### src/rtl/uart_pkg.sv
// Shared definitions for the UART transmit path.
// Holds the FSM state encodings, the data width, the idle line level and the
// parity convention, with a helper that computes the parity bit.
package uart_pkg;

  typedef enum logic [2:0] {
    ST_IDLE   = 3'd1,
    ST_START  = 3'd2,
    ST_DATA   = 3'd3,
    ST_PARITY = 3'd4,
    ST_STOP   = 3'd5
  } uart_state_e;

  localparam int   UART_DATA_W     = 8;
  localparam logic UART_IDLE_LVL   = 1'b1;
  // Odd parity: data ones plus the parity bit add up to an odd count.
  localparam bit   UART_PARITY_ODD = 1'b1;

  function automatic logic uart_parity(input logic [UART_DATA_W-1:0] b);
    return UART_PARITY_ODD ? ~^b : ^b;
  endfunction

endpackage

### src/rtl/uart_rr_arb.sv
// Combinational round-robin arbiter.
// Searches req starting at index ptr, wrapping past N_REQ-1 to 0.
// Ports:
//   req        - request vector
//   en         - arbitration enable; no winner when low
//   ptr        - highest-priority index for this search
//   win_onehot - one-hot winner (all zero when no winner)
//   win_idx    - binary winner index (0 when no winner)
//   valid      - a winner was found
module uart_rr_arb #(
  parameter  int N_REQ = 4,
  localparam int IDX_W = $clog2(N_REQ)
) (
  input  logic [N_REQ-1:0] req,
  input  logic             en,
  input  logic [IDX_W-1:0] ptr,
  output logic [N_REQ-1:0] win_onehot,
  output logic [IDX_W-1:0] win_idx,
  output logic             valid
);

  // One spare bit so ptr+i can exceed N_REQ-1 before the single wrap.
  logic [IDX_W:0]   sum;
  logic [IDX_W-1:0] cand;

  always_comb begin
    win_onehot = '0;
    win_idx    = '0;
    valid      = 1'b0;
    sum        = '0;
    cand       = '0;
    for (int i = 0; i < N_REQ; i++) begin
      sum = {1'b0, ptr} + (IDX_W+1)'(i);
      if (sum >= (IDX_W+1)'(N_REQ)) sum = sum - (IDX_W+1)'(N_REQ);
      cand = sum[IDX_W-1:0];
      if (en && !valid && req[cand]) begin
        valid            = 1'b1;
        win_idx          = cand;
        win_onehot[cand] = 1'b1;
      end
    end
  end

endmodule

### src/rtl/uart_tx_sched.sv
// Round-robin transmit scheduler: shares one serial line among N_REQ
// requesters and sends start, 8 data bits LSB first, odd parity, stop bit(s).
// Ports:
//   clk, rst  - clock, asynchronous active-high reset
//   req       - per-requester level request
//   req_data  - byte of requester i at [8i+7:8i]
//   gnt       - one-cycle one-hot pulse: byte captured
//   owner     - index of the last granted requester
//   busy      - frame on the line
//   data_tx   - registered serial output, idles high
module uart_tx_sched
  import uart_pkg::*;
#(
  parameter  int N_REQ        = 4,
  parameter  int CLKS_PER_BIT = 1,
  parameter  int STOP_BITS    = 1,
  localparam int IDX_W        = $clog2(N_REQ)
) (
  input  logic                         clk,
  input  logic                         rst,
  input  logic [N_REQ-1:0]             req,
  input  logic [N_REQ*UART_DATA_W-1:0] req_data,
  output logic [N_REQ-1:0]             gnt,
  output logic [IDX_W-1:0]             owner,
  output logic                         busy,
  output logic                         data_tx
);

  localparam int TW = (CLKS_PER_BIT > 1) ? $clog2(CLKS_PER_BIT) : 1;

  uart_state_e            state_q, state_d;
  logic [TW-1:0]          timer_q, timer_d;
  logic [2:0]             idx_q, idx_d;
  logic [UART_DATA_W-1:0] shreg_q, shreg_d;
  logic                   par_q, par_d;
  logic [IDX_W-1:0]       ptr_q, ptr_d;
  logic [IDX_W-1:0]       owner_q, owner_d;
  logic [N_REQ-1:0]       gnt_q, gnt_d;
  logic                   busy_q, busy_d;
  logic                   tx_q, tx_d;

  logic [N_REQ-1:0] arb_onehot;
  logic [IDX_W-1:0] arb_idx;
  logic             arb_valid;
  logic             bit_done;

  uart_rr_arb #(.N_REQ(N_REQ)) u_arb (
    .req        (req),
    .en         (state_q == ST_IDLE),
    .ptr        (ptr_q),
    .win_onehot (arb_onehot),
    .win_idx    (arb_idx),
    .valid      (arb_valid)
  );

  assign bit_done = (timer_q == TW'(CLKS_PER_BIT - 1));

  // Outputs are registered from the next state, so the start bit, busy and
  // gnt all appear on the same edge that samples the winning request.
  always_comb begin
    state_d = state_q;
    timer_d = '0;
    idx_d   = idx_q;
    shreg_d = shreg_q;
    par_d   = par_q;
    ptr_d   = ptr_q;
    owner_d = owner_q;
    gnt_d   = '0;
    busy_d  = busy_q;
    tx_d    = tx_q;
    if (state_q != ST_IDLE) timer_d = bit_done ? '0 : timer_q + TW'(1);
    case (state_q)
      ST_IDLE: begin
        if (arb_valid) begin
          for (int i = 0; i < N_REQ; i++)
            if (arb_onehot[i]) shreg_d = req_data[i*UART_DATA_W +: UART_DATA_W];
          par_d   = uart_parity(shreg_d);
          owner_d = arb_idx;
          ptr_d   = (arb_idx == IDX_W'(N_REQ - 1)) ? '0 : arb_idx + IDX_W'(1);
          gnt_d   = arb_onehot;
          state_d = ST_START;
          busy_d  = 1'b1;
          tx_d    = 1'b0;
        end
      end
      ST_START: if (bit_done) begin
        state_d = ST_DATA;
        idx_d   = '0;
        tx_d    = shreg_q[0];
      end
      // The shift register's bit 0 is always the bit on the line.
      ST_DATA: if (bit_done) begin
        if (idx_q == 3'd7) begin
          state_d = ST_PARITY;
          tx_d    = par_q;
        end else begin
          idx_d   = idx_q + 3'd1;
          shreg_d = shreg_q >> 1;
          tx_d    = shreg_q[1];
        end
      end
      ST_PARITY: if (bit_done) begin
        state_d = ST_STOP;
        idx_d   = '0;
        tx_d    = UART_IDLE_LVL;
      end
      ST_STOP: if (bit_done) begin
        if (idx_q == 3'(STOP_BITS - 1)) begin
          state_d = ST_IDLE;
          busy_d  = 1'b0;
        end else begin
          idx_d = idx_q + 3'd1;
        end
        tx_d = UART_IDLE_LVL;
      end
      default: begin
        state_d = ST_IDLE;
        busy_d  = 1'b0;
        tx_d    = UART_IDLE_LVL;
      end
    endcase
  end

  always_ff @(posedge clk or posedge rst) begin
    if (rst) begin
      state_q <= ST_IDLE;
      timer_q <= '0;
      idx_q   <= '0;
      shreg_q <= '0;
      par_q   <= 1'b0;
      ptr_q   <= '0;
      owner_q <= '0;
      gnt_q   <= '0;
      busy_q  <= 1'b0;
      tx_q    <= UART_IDLE_LVL;
    end else begin
      state_q <= state_d;
      timer_q <= timer_d;
      idx_q   <= idx_d;
      shreg_q <= shreg_d;
      par_q   <= par_d;
      ptr_q   <= ptr_d;
      owner_q <= owner_d;
      gnt_q   <= gnt_d;
      busy_q  <= busy_d;
      tx_q    <= tx_d;
    end
  end

  assign gnt     = gnt_q;
  assign owner   = owner_q;
  assign busy    = busy_q;
  assign data_tx = tx_q;

endmodule
### config.mk
export PLATFORM = sky130hd
export DESIGN_NAME = uart_tx_sched
export DESIGN_NICKNAME = d
export VERILOG_FILES = /design/src/rtl/uart_pkg.sv /design/src/rtl/uart_rr_arb.sv /design/src/rtl/uart_tx_sched.sv
export SDC_FILE = /design/constraint.sdc
export NUM_CORES = 1
export LEC_CHECK = 0
export BUFFER_PORTS_ARGS = -buffer_cell sky130_fd_sc_hd__buf_4
export CAP_MARGIN = 40
export CORE_MARGIN = 3
export CORE_UTILIZATION = 45
export DETAILED_ROUTE_END_ITERATION = 8
export GPL_TIMING_DRIVEN = 0
export PLACE_DENSITY = 0.68
export REMOVE_ABC_BUFFERS = 1
export SLEW_MARGIN = 20
export SYNTH_ARGS = -nofsm -noshare
export SYNTH_HDL_FRONTEND = slang
export SYNTH_SLANG_ARGS = --single-unit
export TNS_END_PERCENT = 100
### constraint.sdc
create_clock -name clk -period 7 [get_ports clk]
set_input_delay 0.35 -clock clk [delete_from_list [all_inputs] [get_ports clk]]
set_output_delay 0.35 -clock clk [all_outputs]
set_load 0.01 [all_outputs]
Word level (Yosys, flattened, before mapping)
Cells that the tools add are included.

Flip-flop bits (word level): 26. Bits in latches: 0. Bits in writable memories: 0. ROM bits: 0. Input bits: 38. Output and inout bits: 8. Logic and storage cells: 153. Memories: 0.

$add $sub $neg: 10. Multipliers: 0. Divide/modulo/power cells: 0. $lt $le $gt $ge: 12. Equality and inequality tests: 19. Shift-type cells: 0. Mux-type cells: 71. Bitwise operators: 4. Reduce and logical (&&, ||, !) cells: 27.

Operators with widths (number): 8-bit 2-to-1 mux (9); 3-bit 2-to-1 mux (12); 4-bit 2-to-1 mux (6); 1-bit 2-to-1 mux (22); 2-bit inequality test, second input constant (11); 2-bit 2-to-1 mux (9); 8-bit case mux with 2 select lines (1); 3-bit case mux with 5 select lines (1); 2-bit by 3-bit < comparator with 1-bit output, second input constant (4); 4-bit bitwise OR (3); 4-bit AND reduction (3); 1-bit logical AND (11); 3-bit equality test, second input constant (3); 3-bit greater-or-equal comparator, second input constant (3); 3-bit case mux with 3 select lines (1); 1-bit binary-select mux with 2-bit select (4); 1-bit demux with 2-bit select (4); 2-bit by 1-bit greater-or-equal comparator with 1-bit output, second input constant (4); 8-bit XNOR reduction (1); 2-bit by 1-bit subtractor with 2-bit output, second input constant (4); 7-bit AND reduction (1); 2-bit by 2-bit adder with 3-bit output, second input constant (2); 3-bit by 2-bit equality test with 1-bit output, second input constant (2); 6-bit AND reduction (1); other kinds (18) (21).

Depth between registers and ports, before layout
Depth in word-level cells: 26. Gate-level depth with buffers: 16. Depth with buffers taken out: 13.

Cells and area by module
A second synthesis with hierarchy kept.

Cell total of the unflattened synthesis: 243. Area, all modules: 2194.6 sq um.

By module, submodules not included: uart_tx_sched (times used 1, cells an instance 177, area an instance 1620.3 sq um, sequential area each 628.1 sq um); uart_rr_arb (times used 1, cells an instance 66, area an instance 574.3 sq um, sequential area each 0.0 sq um).

Worst setup path before layout
OpenSTA, ideal clock, no wires.

Kind: flip-flop to flip-flop. Start point: register with a tool-made name. End point: register par_q. Setup time: 0.076 ns. Arrival time: 3.625 ns. Required time: 6.924 ns. Setup slack: 3.298 ns. Stages on the path, launching flop included: 17. Buffers on the path: 4. Clock period less this slack: 3.702 ns. Path through: dfrtp_1 buf_6 inv_1 ha_1 buf_6 mux4_2 nor4b_4 a32o_2 or2_1 buf_6 or2_1 buf_4 a211oi_1 a221oi_1 xnor3_1 xor2_1 o21ai_1.

RTL lines: end signal: assignment (RTL line uart_tx_sched.sv:141) `par_q <= par_d;`; end: declaration (RTL line uart_tx_sched.sv:35) `logic par_q, par_d;`.

==> results_dict.tcl <==
set metrics [dict create \
    fin_setup_tns_ps 0 \
    hold_slack_ps 79.7 \
    synth-seq-cells 25 \
    worstMarginPinSlew_ps 918 \
    cts_made_buffers 3 \
    vdd_drop_max_mv 0.417 \
    pwr-share-clk_pct 7.1 \
    leakage_nw 1.21 \
    place_congestion 0.832 \
    seqPwrFrac_pct 23.5 \
    multi_input_area_mm2 0.00130 \
    postCtsHoldBufs 0 \
    synth.yosys.seq_area_share_pct 30.0 \
    fillers 417 \
    insertion_delay_ps 270 \
    critical_path.max_stage_delay_ps 770 \
    h-tree-depth 1 \
    wire_per_inst_um 15.7 \
    min_path_type "input port to asynchronous set/reset pin" \
    netlist_instances 223 \
    postRouteWirelength_um 4950 \
    num_vias 1821 \
    post-route-period-util_pct 71.5 \
    cts_tree "yes" \
    finClkSkew_ps 3.01 \
    ys_warn_count 0 \
    worst-path-buf-inv 2 \
    synth_edf_count 0 \
    required_ps 7160 \
    grt-ovfl-total 0 \
    cts_resized 0 \
    end_kind "register" \
    worstPathMaxFanout 15 \
    clkSinkCount 25 \
    path_delay_family "compound AO/OA/AOI/OAI gates" \
    finalNetCount 315 \
    max_cap_violations 0 \
    ant_nets 0 \
    num_io_pins 46 \
    power_mw 1.22 \
    p_switching_uw 568 \
    die_h_um 74.2 \
    rr_worst_depth 13 \
    port_buffers 45 \
    min_period_ps 5000 \
    grt_pass1_wl_um 8090 \
    die-area_mm2 0.00551 \
    hpwl_um 3820 \
    drt_pass1_iterations 4 \
    grt_util_all_layers_pct 19.0 \
    worstPathCellList "inv_1 > ha_1 > mux4_2 > nor2b_1 > a22o_1 > a221oi_2 > inv_1 > a211oi_1 > o31a_1 > xor2_1 > xnor3_1 > xor2_1 > o21ai_1" \
    regArea_um2 628 \
    cts_setup_buffers 0 \
    relSlewSlack_pct 38.8 \
    rsz0062_at_grt "false" \
    placement_rows 24 \
    antenna_found_initial 0 \
    syn_to_final_growth_pct 17.9 \
    cts_buffer_depth 2 \
    final-setup-viol-count 0 \
    grt_max_degree 19 \
    grt_pass1_vias 1715 \
    synth_area_mm2 0.00209 \
    drv_slew 0 \
    comb_power_share_pct 69.4 \
    p_sw_share_pct 46.4 \
    insertedDiodeCount 0 \
    core-area_mm2 0.00441 \
    criticalPathCategory "register to register" \
    synth_cell_type_count 52 \
    hold_viol 0 \
    cp-start-kind "register" \
    initial_core_util_pct 47.4 \
    path_clk_slew_ps 90 \
    cp.arrival_ps 5170 \
    drt_iter0_markers 68 \
    outcome "complete, no violations" \
    async_flop_share_pct 100 \
    chipWidth_um 74.2 \
    drive_above_1_share_pct 28.0 \
    max_freq_ghz 0.200 \
    syn_area_per_cell_um2 9.39 \
    path_depth 13 \
    remaining_drc_errors 0 \
    p_per_area_mw_per_mm2 496 \
    root_buffer "clkbuf_8" \
    routed_via_density 5.76 \
    slowest_stage "a221oi_2" \
    p_int_uw 656 \
    synthFlopType "dfrtp_1" \
]
==> final timing paths <==
kind | endpoint | slack (ps)
min in group clk | owner[1] | 500
setup / recovery | par_q | 2000
hold / removal | asynchronous set/reset pin | 80
hold reg to reg | owner[1] | 500
max in group asynchronous | state_q[0] | 6400
setup reg to reg | par_q | 2000
==> cell families after synthesis <==
kind of cell / Yosys count / synth area share (%)
buffers and inverters: 26 / 8.12
XOR/XNOR: 6 / 3.82
AO/OA/AOI/OAI: 68 / 23.4
AND/OR/NAND/NOR: 70 / 17.0
flip-flops: 25 / 30.0
multiplexers: 16 / 10.5
adder cells (fa/ha/maj): 12 / 7.17
==> layer usage <==
layer / global-route usage (%) / share of wire, %
met1: 25.9 / 45
met5: 0 / 0
met3: 2.97 / 3.7
met2: 30.9 / 49
met4: 6.13 / 1.9
==> power by group through the flow <==
stage | combinational [mW] | sequential [mW] | clock, mW
2_1_floorplan | 0.642 | 0.278 | 0
3_3_place_gp | 0.821 | 0.287 | 0
3_5_place_dp | 0.837 | 0.290 | 0
4_1_cts | 0.849 | 0.286 | 0.0925
5_1_grt | 0.948 | 0.299 | 0.0962
6_report | 0.849 | 0.288 | 0.0872
==> synth_stat cells, drive strengths merged, types with 2 or more instances <==
master	number	share of area (%)
dfstp	2	2.5
a21oi	5	1.2
o31ai	2	1.2
xor2	3	1.3
a21boi	4	1.4
and2	5	1.7
nand3	5	1.2
a211oi	9	3.2
a21o	4	1.4
o21ai	22	5.3
or2	2	0.60
a32oi	2	1.2
dfrtp	23	27
xnor3	2	2.2
nor3	2	1.0
nand3b	2	0.72
mux4	4	4.5
clkbuf	3	1.5
inv	14	2.5
buf	9	4.1
nor2	12	2.2
o31a	2	0.84
mux2i	8	3.8
ha	12	7.2
a22oi	6	2.2
a32o	2	1.0
nor2b	2	0.60
mux2	4	2.2
nand2	35	6.3
a221oi	5	2.4
==> placed cells by master (no fill, tap or decap), drive strengths merged, types with 4 or more instances in the layout <==
master   n
a211oi   9
nand2   35
a21boi   4
inv     14
mux2i    8
ha      12
a21oi    5
dfrtp   23
mux4     4
nor2    12
nand3    5
o21ai   22
mux2     4
a21o     4
buf     49
a221oi   5
and2     5
a22oi    6
==> flip-flops by register name, indices dropped and copies added, names as in the netlist, named ones only <==
name,cells
owner,2
busy,1
shreg_q,8
state_q,3
idx_q,3
ptr_q,1
gnt,4
par_q,1
data_tx,1
==> stage by stage <==
stage / worst slack (ps) / instance area [um2] / std cells / util, %
detailed placement: 2120 / 2420 / 312 / 54.9
floorplan: 2880 / 1980 / 211 / -
global route: 1720 / 2470 / 316 / 55.9
CTS: 2070 / 2470 / 316 / 55.9
finish: 2000 / 2470 / 316 / 55.9
global placement: 2090 / 2380 / 308 / 53.9
==> area by class of cell <==
| class | instances | share of cell area, % |
|---|---|---|
| Clock buffer | 3 | 1.67 |
| Clock inverter | 1 | 0.203 |
| Inverter | 14 | 2.13 |
| Multi-Input combinational cell | 172 | 52.5 |
| Sequential cell | 25 | 25.4 |
| Tap cell | 52 | 2.64 |
| Timing Repair Buffer | 49 | 15.4 |
Note: power is estimated with default switching activity, not from simulation.
